$ cat config.mk
export PLATFORM = sky130hd
export DESIGN_NAME = core_seq_ctrl
export DESIGN_NICKNAME = d
export VERILOG_FILES = /design/src/rtl/core_seq_ctrl.sv
export SDC_FILE = /design/constraint.sdc
export NUM_CORES = 1
export LEC_CHECK = 0
export ABC_AREA = 1
export ABC_CLOCK_PERIOD_IN_PS = 2860
export CAP_MARGIN = 30
export CORE_MARGIN = 1
export CORE_UTILIZATION = 50
export CTS_CLUSTER_SIZE = 14
export DETAILED_ROUTE_END_ITERATION = 8
export MAX_ROUTING_LAYER = met4
export PLACE_DENSITY = 0.76
export SLEW_MARGIN = 20
export SYNTH_ARGS = -nofsm -noshare
export SYNTH_HDL_FRONTEND = slang
export SYNTH_SLANG_ARGS = --single-unit
$ cat constraint.sdc
create_clock -name clk -period 2.86 [get_ports clk]
set_input_delay 0.572 -clock clk [delete_from_list [all_inputs] [get_ports clk]]
set_output_delay 0.572 -clock clk [all_outputs]
set_load 0.1 [all_outputs]
$ cat src/rtl/core_seq_ctrl.sv
// ---------------------------------------------------------------------------
// core_seq_ctrl
//   Instruction sequencer for one convolution tile job. Emits the core's
//   34-bit inst word plus mode/sel. A job runs: weight preload (LOAD_W),
//   array settle gap (SETTLE), activation streaming (EXEC), then draining
//   the output FIFO into psum memory (DRAIN), and a one-cycle DONE.
//
// Ports
//   clk          clock
//   reset        synchronous, active-low reset
//   start        one-cycle job request, honoured only when idle
//   cfg_nij      activation vectors per job (0 = empty job)
//   cfg_w_base   xmem address of first weight row
//   cfg_x_base   xmem address of first activation
//   cfg_p_base   pmem address of first output
//   cfg_mode     0: 2-bit, 1: 4-bit (latched at start)
//   cfg_acc      value of inst[33] during DRAIN (latched at start)
//   cfg_pingpong 1: toggle sel after each completed job
//   ofifo_valid  core output FIFO holds data
//   inst         registered instruction word to core
//   mode         latched cfg_mode
//   sel          output bank select
//   busy         job in progress
//   done         one-cycle pulse at job end
//   err_timeout  sticky drain-timeout flag, cleared by next accepted start
// ---------------------------------------------------------------------------
module core_seq_ctrl #(
  parameter int ROW     = 2,
  parameter int COL     = 2,
  parameter int ADDR_W  = 11,
  parameter int SETTLE  = 4,
  parameter int TIMEOUT = 1023
) (
  input  logic                  clk,
  input  logic                  reset,
  input  logic                  start,
  input  logic [ADDR_W-1:0]     cfg_nij,
  input  logic [ADDR_W-1:0]     cfg_w_base,
  input  logic [ADDR_W-1:0]     cfg_x_base,
  input  logic [ADDR_W-1:0]     cfg_p_base,
  input  logic                  cfg_mode,
  input  logic                  cfg_acc,
  input  logic                  cfg_pingpong,
  input  logic                  ofifo_valid,
  output logic [2*ADDR_W+11:0]  inst,
  output logic                  mode,
  output logic                  sel,
  output logic                  busy,
  output logic                  done,
  output logic                  err_timeout
);

  // The settle gap never drops below the array's diagonal skew.
  localparam int MIN_SETTLE = ROW + COL - 2;
  localparam int SETTLE_LEN = (SETTLE > MIN_SETTLE) ? SETTLE : MIN_SETTLE;
  localparam int TW         = $clog2(TIMEOUT + 1);

  localparam logic [ADDR_W-1:0] ROW_LAST    = ADDR_W'(ROW - 1);
  localparam logic [ADDR_W-1:0] SETTLE_LAST = ADDR_W'(SETTLE_LEN - 1);
  localparam logic [TW-1:0]     IDLE_LAST   = TW'(TIMEOUT - 1);

  typedef struct packed {
    logic              acc;
    logic              cen_p;
    logic              wen_p;
    logic [ADDR_W-1:0] a_p;
    logic              cen_x;
    logic              wen_x;
    logic [ADDR_W-1:0] a_x;
    logic              ofifo_rd;
    logic [1:0]        rsvd;
    logic              l0_rd;
    logic              l0_wr;
    logic              execute;
    logic              load;
  } inst_t;

  typedef enum logic [2:0] {
    ST_IDLE, ST_LOAD_W, ST_SETTLE, ST_EXEC, ST_DRAIN, ST_DONE
  } state_t;

  // Both memories disabled and write-protected, every strobe low.
  localparam inst_t IDLE_WORD = '{cen_p: 1'b1, wen_p: 1'b1,
                                  cen_x: 1'b1, wen_x: 1'b1, default: '0};

  state_t            state_q, state_d;
  logic [ADDR_W-1:0] cnt_q, cnt_d;          // k / settle / i / j, per state
  logic [TW-1:0]     idle_q, idle_d;        // consecutive empty DRAIN cycles
  inst_t             inst_q, inst_d;
  logic              mode_q, mode_d, sel_q, sel_d, err_q, err_d;
  logic              acc_q, acc_d, pp_q, pp_d;
  logic [ADDR_W-1:0] nij_q, nij_d, w_base_q, w_base_d;
  logic [ADDR_W-1:0] x_base_q, x_base_d, p_base_q, p_base_d;

  always_comb begin
    // NOTE: every comb output gets a default first so no path infers a latch.
    state_d  = state_q;
    cnt_d    = cnt_q;
    idle_d   = idle_q;
    inst_d   = IDLE_WORD;
    mode_d   = mode_q;
    sel_d    = sel_q;
    err_d    = err_q;
    acc_d    = acc_q;
    pp_d     = pp_q;
    nij_d    = nij_q;
    w_base_d = w_base_q;
    x_base_d = x_base_q;
    p_base_d = p_base_q;

    case (state_q)
      ST_IDLE: begin
        if (start) begin
          nij_d    = cfg_nij;
          w_base_d = cfg_w_base;
          x_base_d = cfg_x_base;
          p_base_d = cfg_p_base;
          mode_d   = cfg_mode;
          acc_d    = cfg_acc;
          pp_d     = cfg_pingpong;
          err_d    = 1'b0;
          cnt_d    = '0;
          idle_d   = '0;
          state_d  = (cfg_nij == '0) ? ST_DONE : ST_LOAD_W;
        end
      end

      ST_LOAD_W: begin
        inst_d.cen_x = 1'b0;
        inst_d.a_x   = w_base_q + cnt_q;  // wraps modulo 2^ADDR_W
        inst_d.l0_wr = 1'b1;
        inst_d.load  = 1'b1;
        if (cnt_q == ROW_LAST) begin
          cnt_d   = '0;
          state_d = ST_SETTLE;
        end else begin
          cnt_d = cnt_q + 1'b1;
        end
      end

      ST_SETTLE: begin
        if (cnt_q == SETTLE_LAST) begin
          cnt_d   = '0;
          state_d = ST_EXEC;
        end else begin
          cnt_d = cnt_q + 1'b1;
        end
      end

      ST_EXEC: begin
        inst_d.cen_x   = 1'b0;
        inst_d.a_x     = x_base_q + cnt_q;
        inst_d.l0_wr   = 1'b1;
        inst_d.l0_rd   = 1'b1;
        inst_d.execute = 1'b1;
        if (cnt_q == nij_q - 1'b1) begin
          cnt_d   = '0;
          idle_d  = '0;
          state_d = ST_DRAIN;
        end else begin
          cnt_d = cnt_q + 1'b1;
        end
      end

      ST_DRAIN: begin
        // acc stays on the bus for the whole drain, write or not.
        inst_d.acc = acc_q;
        if (ofifo_valid) begin
          inst_d.ofifo_rd = 1'b1;
          inst_d.cen_p    = 1'b0;
          inst_d.wen_p    = 1'b0;
          inst_d.a_p      = p_base_q + cnt_q;
          idle_d          = '0;
          if (cnt_q == nij_q - 1'b1) begin
            cnt_d   = '0;
            state_d = ST_DONE;
          end else begin
            cnt_d = cnt_q + 1'b1;
          end
        end else if (idle_q == IDLE_LAST) begin
          err_d   = 1'b1;
          idle_d  = '0;
          state_d = ST_DONE;
        end else begin
          idle_d = idle_q + 1'b1;
        end
      end

      ST_DONE: begin
        if (pp_q) sel_d = ~sel_q;
        state_d = ST_IDLE;
      end

      default: state_d = ST_IDLE;
    endcase
  end

  always_ff @(posedge clk) begin
    // NOTE: sequential state uses non-blocking assignments only, so every
    // register samples pre-edge values regardless of statement order.
    if (!reset) begin
      state_q  <= ST_IDLE;
      cnt_q    <= '0;
      idle_q   <= '0;
      inst_q   <= IDLE_WORD;
      mode_q   <= 1'b0;
      sel_q    <= 1'b0;
      err_q    <= 1'b0;
      acc_q    <= 1'b0;
      pp_q     <= 1'b0;
      nij_q    <= '0;
      w_base_q <= '0;
      x_base_q <= '0;
      p_base_q <= '0;
    end else begin
      state_q  <= state_d;
      cnt_q    <= cnt_d;
      idle_q   <= idle_d;
      inst_q   <= inst_d;
      mode_q   <= mode_d;
      sel_q    <= sel_d;
      err_q    <= err_d;
      acc_q    <= acc_d;
      pp_q     <= pp_d;
      nij_q    <= nij_d;
      w_base_q <= w_base_d;
      x_base_q <= x_base_d;
      p_base_q <= p_base_d;
    end
  end

  assign inst        = inst_q;
  assign mode        = mode_q;
  assign sel         = sel_q;
  assign err_timeout = err_q;
  assign busy        = (state_q != ST_IDLE);
  assign done        = (state_q == ST_DONE);

endmodule

==> impl_metrics.yaml <==
yosys:
  yosysSeqAreaShare_pct: 38.01
  syn_inst: 742
  synthFlopType: "dfxtp_1"
  ys_ff_latch: 102
  async_reset_ff_share_pct: 0
  yosys_warnings: 0
  synth_edf_count: 0
  yosysUniqueCellTypes: 38
  syn_area_per_cell_um2: 7.241
  synth_area_leaders: "dfxtp_1, nand2_1, a21oi_1, nand3_1, ha_1"
  yosysTopAreaCell: "dfxtp_1"
  syn-cell-area_mm2: 0.005373
  synth.most_common_cell: "nand2_1"
  synth_top_cell_area_share_pct: 38.01
  synth_common_cells: "nand2_1, dfxtp_1, a21oi_1"
global_route:
  grt_max_degree: 56
  grt_usage_pct: 27.40
  grt_pass1_wl_um: 23270
  overflow: 0
  grt_pass1_vias: 4876
  grt_antenna_before_repair: 0
timing:
  worst_slack_ns: 0.2543
  fin_crit_sh_pct: 91.11
  fmax_mhz: 383.8
  hold_viol: 0
  worst_clock_skew_ns: 0.007204
  drv_slew: 0
  holdWs_ns: 0.4478
  setup_viol: 0
  slew_headroom_pct: 46.73
  fin_crit_ns: 2.606
  tightest_slew_ns: 0.7961
die:
  io_pins: 90
  rows: 37
  core_area_mm2: 0.01037
  dieWidth_um: 105.7
  die-area_mm2: 0.01116
  floorplan.initialDensity_pct: 51.81
  die_y_um: 105.7
final_layout:
  drive_gt1_share_pct: 11.65
  fill_cells: 993
  area_growth_pct: 19.80
  fin_area_mm2: 0.006436
  antenna_cells: 0
  final_cells: 960
  nets: 897
worst_setup_path:
  crit_fanout: 9
  worstPathRequired_ns: 3.11
  crit_type: "reg2reg"
  worstPathArrival_ns: 2.86
  cp_slowest_cell: "dfxtp_1"
  reg2regPathDepth: 12
  worstSetupPathDepth: 12
  crit_top_cell: "a21oi_1"
  path_buf_inv: 0
  end_kind: "flop"
  path_cells: "nor3_4 > o21ai_0 > ha_1 > fa_1 > nand3_1 > nand2_1 > a21oi_1 > o21ai_1 > a21oi_1 > o21bai_1 > xor2_1 > nor2_1"
  slowest_delay_ns: 0.44
  critical_path.top_delay_family: "compound AO/OA/AOI/OAI gates"
  start_kind: "flop"
drt:
  wl_per_cell_um: 14.86
  routed-via-count: 5120
  drt-pass1-iter-count: 5
  drtAntennaViolNets: 0
  viasPerCell: 5.333
  routed_wl_um: 14270
  drc: 0
  drt_iter0_drc: 300
placement:
  dpl.hpwl_um: 10790
  gp_congestion: 1.021
  dpl_worst_slack_ns: 0.1059
  dp.cells: 942
  place_area_mm2: 0.006251
  io_buffers: 86
clock_tree:
  cts_buffers: 9
  clk_path_buf_depth: 2
  cts_root_buf: "clkbuf_8"
  hold_buffers: 0
  insertion_delay_ns: 0.38
  cts.sinks: 102
  clk_pin_slew_ns: 0.10
  tritoncts: "built"
  htree_levels: 3
min_path:
  hold_class: "reg2reg"
  whs_path_depth: 2
flow_run:
  maxCapViolations: 0
power:
  powerDensity_mw_per_mm2: 797.6
  p_leak_uw: 0.002814
  ir_drop_mv: 0.6067
outcome:
  outcome: "finished, final reports clean"
==> per-stage QoR <==
| stage | TNS (ns) | power [uW] | utilization (%) |
|---|---|---|---|
| global route | -0.02188 | 5500 | 62.07 |
| finish | 0 | 5134 | 62.07 |
| CTS | 0 | 5117 | 61.90 |
| floorplan | 0 | 3720 | - |
| detailed placement | 0 | 4296 | 60.28 |
| global placement | 0 | 4242 | 60.28 |
==> final timing paths <==
| kind | startpoint | to | slack (ns) |
|---|---|---|---|
| worst max-delay path | state_q[2]$_SDFFE_PN0P_ | inst[17]$_SDFF_PN0_ | 0.25 |
| worst min-delay path | acc_q$_SDFFE_PN0P_ | inst[33]$_SDFF_PN0_ | 0.45 |
| worst max register to register | state_q[2]$_SDFFE_PN0P_ | inst[17]$_SDFF_PN0_ | 0.25 |
| worst min register to register | acc_q$_SDFFE_PN0P_ | inst[33]$_SDFF_PN0_ | 0.45 |
==> worst reg2reg max path, delay by kind of cell, from the launching register on <==
family	cells	cell delay [ns]
xor+xnor	1	0.14
flops	1	0.44
simple gates	4	0.57
fa+ha+maj	2	0.63
compound gates	5	0.70
==> per-layer routing <==
metal,global-route usage [%],vias to the layer above,part of all wire (%)
li1,-,2604,-
met5,-,-,0
met4,11.81,0,2.4
met2,45.19,163,47
met3,3.278,23,5.7
met1,33.80,2330,45
==> logic make-up (layout without fill, tap and decap cells) <==
kind of cell	count (synthesis)	in the layout	share of synthesized area, %
simple gates	302	303	25.69
fa+ha+maj	27	27	6.567
flops	102	102	38.01
compound gates	173	173	17.16
xor+xnor	23	23	3.750
buf+inv	113	193	8.686
other cells	2	3	0.1398
==> final cells by class <==
class	instances	area [um2]	area share, %
Clock buffer	13	148.9	2.313
Tap cell	136	170.2	2.644
Sequential cell	102	2042	31.73
Timing Repair Buffer	99	880.8	13.69
Clock inverter	3	18.77	0.2916
Inverter	78	292.8	4.549
Multi-Input combinational cell	529	2883	44.79
==> power breakdown <==
| part | total, uW | switching [uW] | internal, uW |
|---|---|---|---|
| combinational | 2490 | 1750 | 736 |
| sequential | 1820 | 159 | 1660 |
| clock | 827 | 484 | 342 |
==> cell usage in the layout (no fill, tap or decap), types with 2 or more instances in the layout <==
cell type,n
nand2_1,141
dfxtp_1,102
a21oi_1,101
inv_1,74
nand3_1,64
o21ai_0,53
clkdlybuf4s50_1,50
buf_4,48
nor2_1,42
ha_1,25
xor2_1,20
nor3_1,10
clkbuf_8,10
nor2_2,9
nand2_2,8
nand4_1,8
o21a_1,6
nor4_1,6
or2_2,5
a21o_1,5
inv_2,3
nor2_4,3
o21bai_1,3
xnor2_1,3
conb_1,3
clkbuf_1,3
nand3b_1,2
fa_1,2
clkinv_2,2
==> sequential cells by signal, indices dropped and copies added, names as in the netlist <==
signal and flops:
inst 29, cnt_q 11, nij_q 11, p_base_q 11, w_base_q 11, x_base_q 11
idle_q 10, state_q 3, acc_q 1, err_timeout 1, mode 1, pp_q 1
sel 1
==> timing repair <==
item,in CTS,in global routing
setup endpoints to repair,0,2
resized for setup,0,1
endpoints found under the hold margin,0,0
buffers inserted,0,1
Note: power is estimated with default switching activity, not from simulation.
